--- config.mk ---
export PLATFORM = sky130hd
export DESIGN_NAME = noc_result_drain
export DESIGN_NICKNAME = d
export VERILOG_FILES = /design/src/rtl/noc_result_drain.sv
export SDC_FILE = /design/constraint.sdc
export NUM_CORES = 1
export LEC_CHECK = 0
export ABC_AREA = 1
export ABC_CLOCK_PERIOD_IN_PS = 21200
export CAP_MARGIN = 20
export CORE_ASPECT_RATIO = 0.75
export CORE_MARGIN = 10
export CORE_UTILIZATION = 50
export DETAILED_ROUTE_END_ITERATION = 7
export PLACE_DENSITY = 0.75
export SYNTH_ARGS = -nofsm -noshare
export SYNTH_HDL_FRONTEND = slang
export SYNTH_SLANG_ARGS = --single-unit
--- constraint.sdc ---
create_clock -name clk -period 21.2 [get_ports clk]
set_input_delay 5.3 -clock clk [delete_from_list [all_inputs] [get_ports clk]]
set_output_delay 5.3 -clock clk [all_outputs]
set_load 0.02 [all_outputs]
--- src/rtl/noc_result_drain.sv ---
// rtl/noc_result_drain.sv - buffers NoC result frames and drains their visible rows as stream beats
//
// Ports:
//   clk, rst                 rising-edge clock, asynchronous active-low reset
//   noc_result, noc_ready    flat result frame and its one-cycle capture strobe
//   visible                  per-PE visible mask captured alongside the frame
//   out_data/out_mask/out_row/out_last/out_valid/out_ready
//                            one row per beat, invisible lanes zeroed
//   overflow                 sticky flag: a frame arrived while the buffer was full
//   busy                     buffer non-empty or a beat pending
module noc_result_drain #(
    parameter int DATA_WIDTH      = 8,
    parameter int NUM_PEs_PER_ROW = 4,
    parameter int NUM_ROWS        = 4,
    parameter int FRAME_DEPTH     = 2,
    localparam int ROW_W          = (NUM_ROWS > 1) ? $clog2(NUM_ROWS) : 1
) (
    input  logic                                          clk,
    input  logic                                          rst,
    input  logic [NUM_ROWS*NUM_PEs_PER_ROW*DATA_WIDTH-1:0] noc_result,
    input  logic                                          noc_ready,
    input  logic [NUM_ROWS*NUM_PEs_PER_ROW-1:0]            visible,
    output logic [NUM_PEs_PER_ROW*DATA_WIDTH-1:0]          out_data,
    output logic [NUM_PEs_PER_ROW-1:0]                     out_mask,
    output logic [ROW_W-1:0]                               out_row,
    output logic                                          out_last,
    output logic                                          out_valid,
    input  logic                                          out_ready,
    output logic                                          overflow,
    output logic                                          busy
);

    localparam int BEAT_W  = NUM_PEs_PER_ROW * DATA_WIDTH;
    localparam int FRAME_W = NUM_ROWS * BEAT_W;
    localparam int VIS_W   = NUM_ROWS * NUM_PEs_PER_ROW;
    localparam int PTR_W   = $clog2(FRAME_DEPTH);
    localparam int CNT_W   = $clog2(FRAME_DEPTH + 1);

    localparam logic [1:0] ST_IDLE = 2'd0;
    localparam logic [1:0] ST_SCAN = 2'd1;
    localparam logic [1:0] ST_SEND = 2'd2;

    logic [FRAME_W-1:0] mem_res [FRAME_DEPTH];
    logic [VIS_W-1:0]   mem_vis [FRAME_DEPTH];

    logic [PTR_W-1:0] wr_ptr;
    logic [PTR_W-1:0] rd_ptr;
    logic [CNT_W-1:0] count;
    logic [1:0]       state;
    logic [ROW_W-1:0] row;

    logic [FRAME_W-1:0]         head_res;
    logic [VIS_W-1:0]           head_vis;
    logic [BEAT_W-1:0]          row_data;
    logic [NUM_PEs_PER_ROW-1:0] row_mask;
    logic                       higher_vis;
    logic                       full;
    logic                       push;
    logic                       pop;
    logic                       drop;

    assign head_res = mem_res[rd_ptr];
    assign head_vis = mem_vis[rd_ptr];

    // Select the current row of the head frame and look ahead for any visible
    // bit in the rows above it; that look-ahead drives both out_last and the
    // early pop when the remainder of a frame is invisible.
    always_comb begin
        row_data   = '0;
        row_mask   = '0;
        higher_vis = 1'b0;
        for (int r = 0; r < NUM_ROWS; r++) begin
            if (ROW_W'(r) == row) begin
                row_data = head_res[r*BEAT_W +: BEAT_W];
                row_mask = head_vis[r*NUM_PEs_PER_ROW +: NUM_PEs_PER_ROW];
            end
            if (ROW_W'(r) > row) begin
                higher_vis = higher_vis | (|head_vis[r*NUM_PEs_PER_ROW +: NUM_PEs_PER_ROW]);
            end
        end
    end

    assign full = (count == CNT_W'(FRAME_DEPTH));

    // A frame leaves the buffer either when its last visible beat is accepted
    // or when the scan finds nothing left to send.
    assign pop = ((state == ST_SCAN) && (row_mask == '0) && !higher_vis) ||
                 ((state == ST_SEND) && out_ready && !higher_vis);

    // A pop in the same cycle frees the slot the incoming frame needs.
    assign push = noc_ready && (!full || pop);
    assign drop = noc_ready && full && !pop;

    always_ff @(posedge clk) begin
        if (push) begin
            mem_res[wr_ptr] <= noc_result;
            mem_vis[wr_ptr] <= visible;
        end
    end

    always_ff @(posedge clk or negedge rst) begin
        if (!rst) begin
            wr_ptr   <= '0;
            rd_ptr   <= '0;
            count    <= '0;
            state    <= ST_IDLE;
            row      <= '0;
            overflow <= 1'b0;
        end else begin
            if (push) begin
                wr_ptr <= wr_ptr + PTR_W'(1);
            end
            if (pop) begin
                rd_ptr <= rd_ptr + PTR_W'(1);
            end
            case ({push, pop})
                2'b10:   count <= count + CNT_W'(1);
                2'b01:   count <= count - CNT_W'(1);
                default: count <= count;
            endcase
            if (drop) begin
                overflow <= 1'b1;
            end

            case (state)
                ST_IDLE: begin
                    if (count != '0) begin
                        state <= ST_SCAN;
                        row   <= '0;
                    end
                end
                ST_SCAN: begin
                    if (row_mask != '0) begin
                        state <= ST_SEND;
                    end else if (!higher_vis) begin
                        state <= ST_IDLE;
                    end else begin
                        row <= row + ROW_W'(1);
                    end
                end
                ST_SEND: begin
                    if (out_ready) begin
                        if (!higher_vis) begin
                            state <= ST_IDLE;
                        end else begin
                            row   <= row + ROW_W'(1);
                            state <= ST_SCAN;
                        end
                    end
                end
                default: state <= ST_IDLE;
            endcase
        end
    end

    // Beat outputs derive from registered state and the untouched head slot,
    // so they hold steady across backpressure and read as zero outside SEND.
    assign out_valid = (state == ST_SEND);
    assign out_mask  = out_valid ? row_mask : '0;
    assign out_row   = out_valid ? row : '0;
    assign out_last  = out_valid && !higher_vis;

    always_comb begin
        out_data = '0;
        if (out_valid) begin
            for (int p = 0; p < NUM_PEs_PER_ROW; p++) begin
                out_data[p*DATA_WIDTH +: DATA_WIDTH] =
                    row_mask[p] ? row_data[p*DATA_WIDTH +: DATA_WIDTH] : '0;
            end
        end
    end

    assign busy = (count != '0) || out_valid;

endmodule

==> impl_summary.log <==
[metrics] number of distinct library cells after synthesis: 31
[metrics] fraction of synthesized cell area taken by the top area cell type: 0.7142
[metrics] clock latency on the worst-skew pair: ~540 ps
[metrics] setup TNS after final layout: 0 ps
[metrics] total placed instance area: ~14,000 sq um
[metrics] max-slew violation count: 0
[metrics] core outline area: 23,910 sq um
[metrics] count of input and output buffers: 189
[metrics] static leakage: between 5 and 6 nW
[metrics] number of clock sinks: 297
[metrics] H-tree depth: 1
[metrics] number of global-route vias before repair: approximately 8,000
[metrics] top post-synthesis cells by count: sky130_fd_sc_hd__edfxtp_1 (288), sky130_fd_sc_hd__nor2_1 (202), sky130_fd_sc_hd__nand2_1 (122), sky130_fd_sc_hd__o21ai_0 (68), sky130_fd_sc_hd__inv_1 (41)
[metrics] first-iteration detailed-routing DRC count: 809
[metrics] actual transition at the worst max-transition pin: 1087 ps
[metrics] cell types with the largest area share after synthesis: sky130_fd_sc_hd__edfxtp_1 (71%), sky130_fd_sc_hd__nor2_1 (6.3%), sky130_fd_sc_hd__nand2_1 (3.8%), sky130_fd_sc_hd__o21ai_0 (2.8%), sky130_fd_sc_hd__a221oi_1 (2.3%)
[metrics] Post-synth EDFFs: 288
[metrics] Worst EP required: 15,900 ps
[metrics] area of the mapped netlist: around 12,000 sq um
[metrics] post-CTS setup buffers: 0
[metrics] Critical Path Fanout Max: 38
[metrics] library cell with the highest instance count after synthesis: sky130_fd_sc_hd__edfxtp_1
[metrics] post-DP HPWL: 18.74 mm
[metrics] setup repair after global routing missed its margin: false
[metrics] PwrDens: 117.1 nW/um^2
[metrics] post-layout minimum cycle time: 9529 ps
[metrics] Finish-stage setup viols: 0
[metrics] share of total power in sequential cells: 0.478
[metrics] Max Freq: 104.9 MHz
[metrics] largest net degree at the start of global routing: 82
[metrics] Die Y: approximately 150 um
[metrics] IR drop worst, VDD: roughly 70 uV
[metrics] num ports: 190
[metrics] initial antenna violation count: 1
[metrics] Final Wtd Congestion: roughly 0.8
[metrics] number of CTS-inserted buffers: 28
[metrics] total DRC errors in the routed layout: 0
[metrics] leftover overflow at the end of global routing: 0
[metrics] proportion of synthesized flip-flops having asynchronous set or reset: 0.03030
[metrics] Detailed Routing Iterations Pass 1: 5
[metrics] die footprint: 30,910 sq um
[metrics] aggregate routed wire length: 29.08 mm
[metrics] Longest Clk Path Bufs: 3
[metrics] die width: 199.7 um
[metrics] clock tree from TritonCTS: done
[metrics] ratio of cells with drive above 1 in the final layout: 0.05168
[metrics] CTS Hold Buffers Added: 0
[metrics] via count normalized by instance count: 5.533
[metrics] overall power: about 1.8 mW
[metrics] main flop type after synthesis: sky130_fd_sc_hd__edfxtp_1
[metrics] Initial Util: 0.5064
[metrics] Layout Nets: 1,299
[metrics] worst min path class: reg -> reg
[metrics] number of cell rows: 49
[metrics] CTS clk-pin slew, worst paths: 60 ps
[metrics] result of the run: complete, no violations
[metrics] DR vias: about 8,100
[metrics] post-synthesis to final-layout area growth: 24.32%
[metrics] Final Hold Viols: 0
[metrics] internal power component: between 1 and 1.5 mW
[metrics] Final Instance Area: 15,050 sq um
[metrics] number of warnings issued by yosys: 0
[metrics] switch share: 0.3150
[metrics] post-synthesis sequential area ratio: 0.7328
[metrics] kind of launch point of the worst setup path: flop
[metrics] largest area contributor in the synthesized netlist: sky130_fd_sc_hd__edfxtp_1
[metrics] Cells after Synth: 968
[metrics] master cell of the clock root buffer: sky130_fd_sc_hd__clkbuf_16
[metrics] # resized after CTS: 0
[metrics] worst max-slew margin expressed relative to the limit: 0.2755
[metrics] Combinational Power Share: 0.260
[metrics] first-pass GRT wire length: 44.75 mm
[metrics] Synth Area per Inst: 12.51 sq um
[metrics] number of storage elements in the synthesis netlist: 297
[metrics] number of max-capacitance violations reported: 0
[metrics] net count of the mapped netlist: roughly 1,100
[metrics] Setup WS post-layout: 11,670 ps
[metrics] critical path start-end classification: reg -> out
[metrics] portion of total power attributed to the clock network: 0.262
[metrics] Arrival @ worst endpoint: ~4200 ps
[metrics] all-layer global routing usage: 0.1821
[metrics] Avg WL per Cell: approximately 20 um
[metrics] CP Capture Type: output pin
[metrics] count of antenna-violating nets left after detailed routing: 0
[metrics] power dissipated by switching net loads: 0.5552 mW
[metrics] pre-CTS setup slack: 12,270 ps
[metrics] setup skew after layout: 13.43 ps
[metrics] final worst-path cycle share: 0.4495
## state kept, by name, summed over array words and instances (netlist names)
| signal | flops |
|---|---|
| row | 2 |
| mem_vis | 32 |
| rd_ptr | 1 |
| count | 2 |
| state | 2 |
| mem_res | 256 |
| overflow | 1 |
| wr_ptr | 1 |
## metrics by stage
stage | cells | hold slack, ps | utilization
after floorplan | 968 | 441.9 | -
after global placement | 1418 | 452.6 | 0.5946
after global routing | 1467 | 514.7 | 0.6295
after CTS | 1467 | 483.1 | 0.6295
after detailed placement | 1418 | 467.4 | 0.5946
final | 1468 | 487.0 | 0.6296
## cell usage in the layout (no fill, tap or decap), drive strengths merged, types with 21 or more instances in the layout
master         instances
edfxtp               288
clkdlybuf4s50        189
nand2                126
a221oi                32
o31ai                 32
o21ai                 72
nand3                 21
a21oi                 32
nor3                  33
inv                   43
nor2                 206
clkbuf                37
## worst paths after layout
kind | from | end | slack [ps] | cells after the start
setup / recovery | row[0] | out_data[16] | 11670 | 12
hold / removal | overflow | overflow | 490 | 1
setup reg to reg | rd_ptr | mem_res[1][81] | 15970 | 13
hold reg to reg | overflow | overflow | 490 | 1
max in group asynchronous | rst | rd_ptr | 15730 | 1
min in group asynchronous | rst | overflow | 5100 | 1
## cells by family after synthesis
family,count (synthesis),share of synthesized area
buffers and inverters,95,0.03410
and+or+nand+nor,395,0.1350
AOI/OAI and AO/OA,171,0.08803
adders and majority gates,9,0.009300
xor gates and xnor gates,1,0.0007234
DFF,297,0.7328
## final cells by class
class,count,area [sq um]
Tap cell,306,382.9
Clock inverter,12,78.83
Clock buffer,37,755.7
Fill cell,1818,8856
Multi-Input combinational cell,576,2838
Timing Repair Buffer,197,1952
Antenna cell,1,2.502
Inverter,42,167.7
Sequential cell,297,8877
## layer usage
layer / wire (um) / vias to the layer above / global-route usage / part of all wire
met2: 13320 / 295 / 0.2794 / 0.46
met4: 434 / 0 / 0.03165 / 0.015
met3: 2531 / 36 / 0.05074 / 0.087
li1: - / 3837 / - / -
met5: 0 / - / 0 / 0
met1: 12800 / 3954 / 0.2565 / 0.44
## power groups by stage
| stage | logic, mW | clock network [mW] | registers (mW) |
|---|---|---|---|
| after floorplan | 0.301 | 0 | 0.861 |
| after global placement | 0.450 | 0 | 0.849 |
| after detailed placement | 0.458 | 0 | 0.854 |
| after CTS | 0.461 | 0.471 | 0.842 |
| after global routing | 0.508 | 0.496 | 0.852 |
| final | 0.459 | 0.462 | 0.842 |
## critical path, stage by stage, from the launching register on
cell                              delay [ps]
sky130_fd_sc_hd__dfrtp_1                 440
sky130_fd_sc_hd__ha_1                    290
sky130_fd_sc_hd__inv_2                   480
sky130_fd_sc_hd__buf_4                   480
sky130_fd_sc_hd__nand2_1                 110
sky130_fd_sc_hd__inv_1                    80
sky130_fd_sc_hd__nand2_1                  80
sky130_fd_sc_hd__nand2_1                 130
sky130_fd_sc_hd__inv_1                    60
sky130_fd_sc_hd__nor2_1                  220
sky130_fd_sc_hd__inv_1                   280
sky130_fd_sc_hd__a221oi_1                350
sky130_fd_sc_hd__clkdlybuf4s50_1         710
Note: power is estimated with default switching activity, not from simulation.
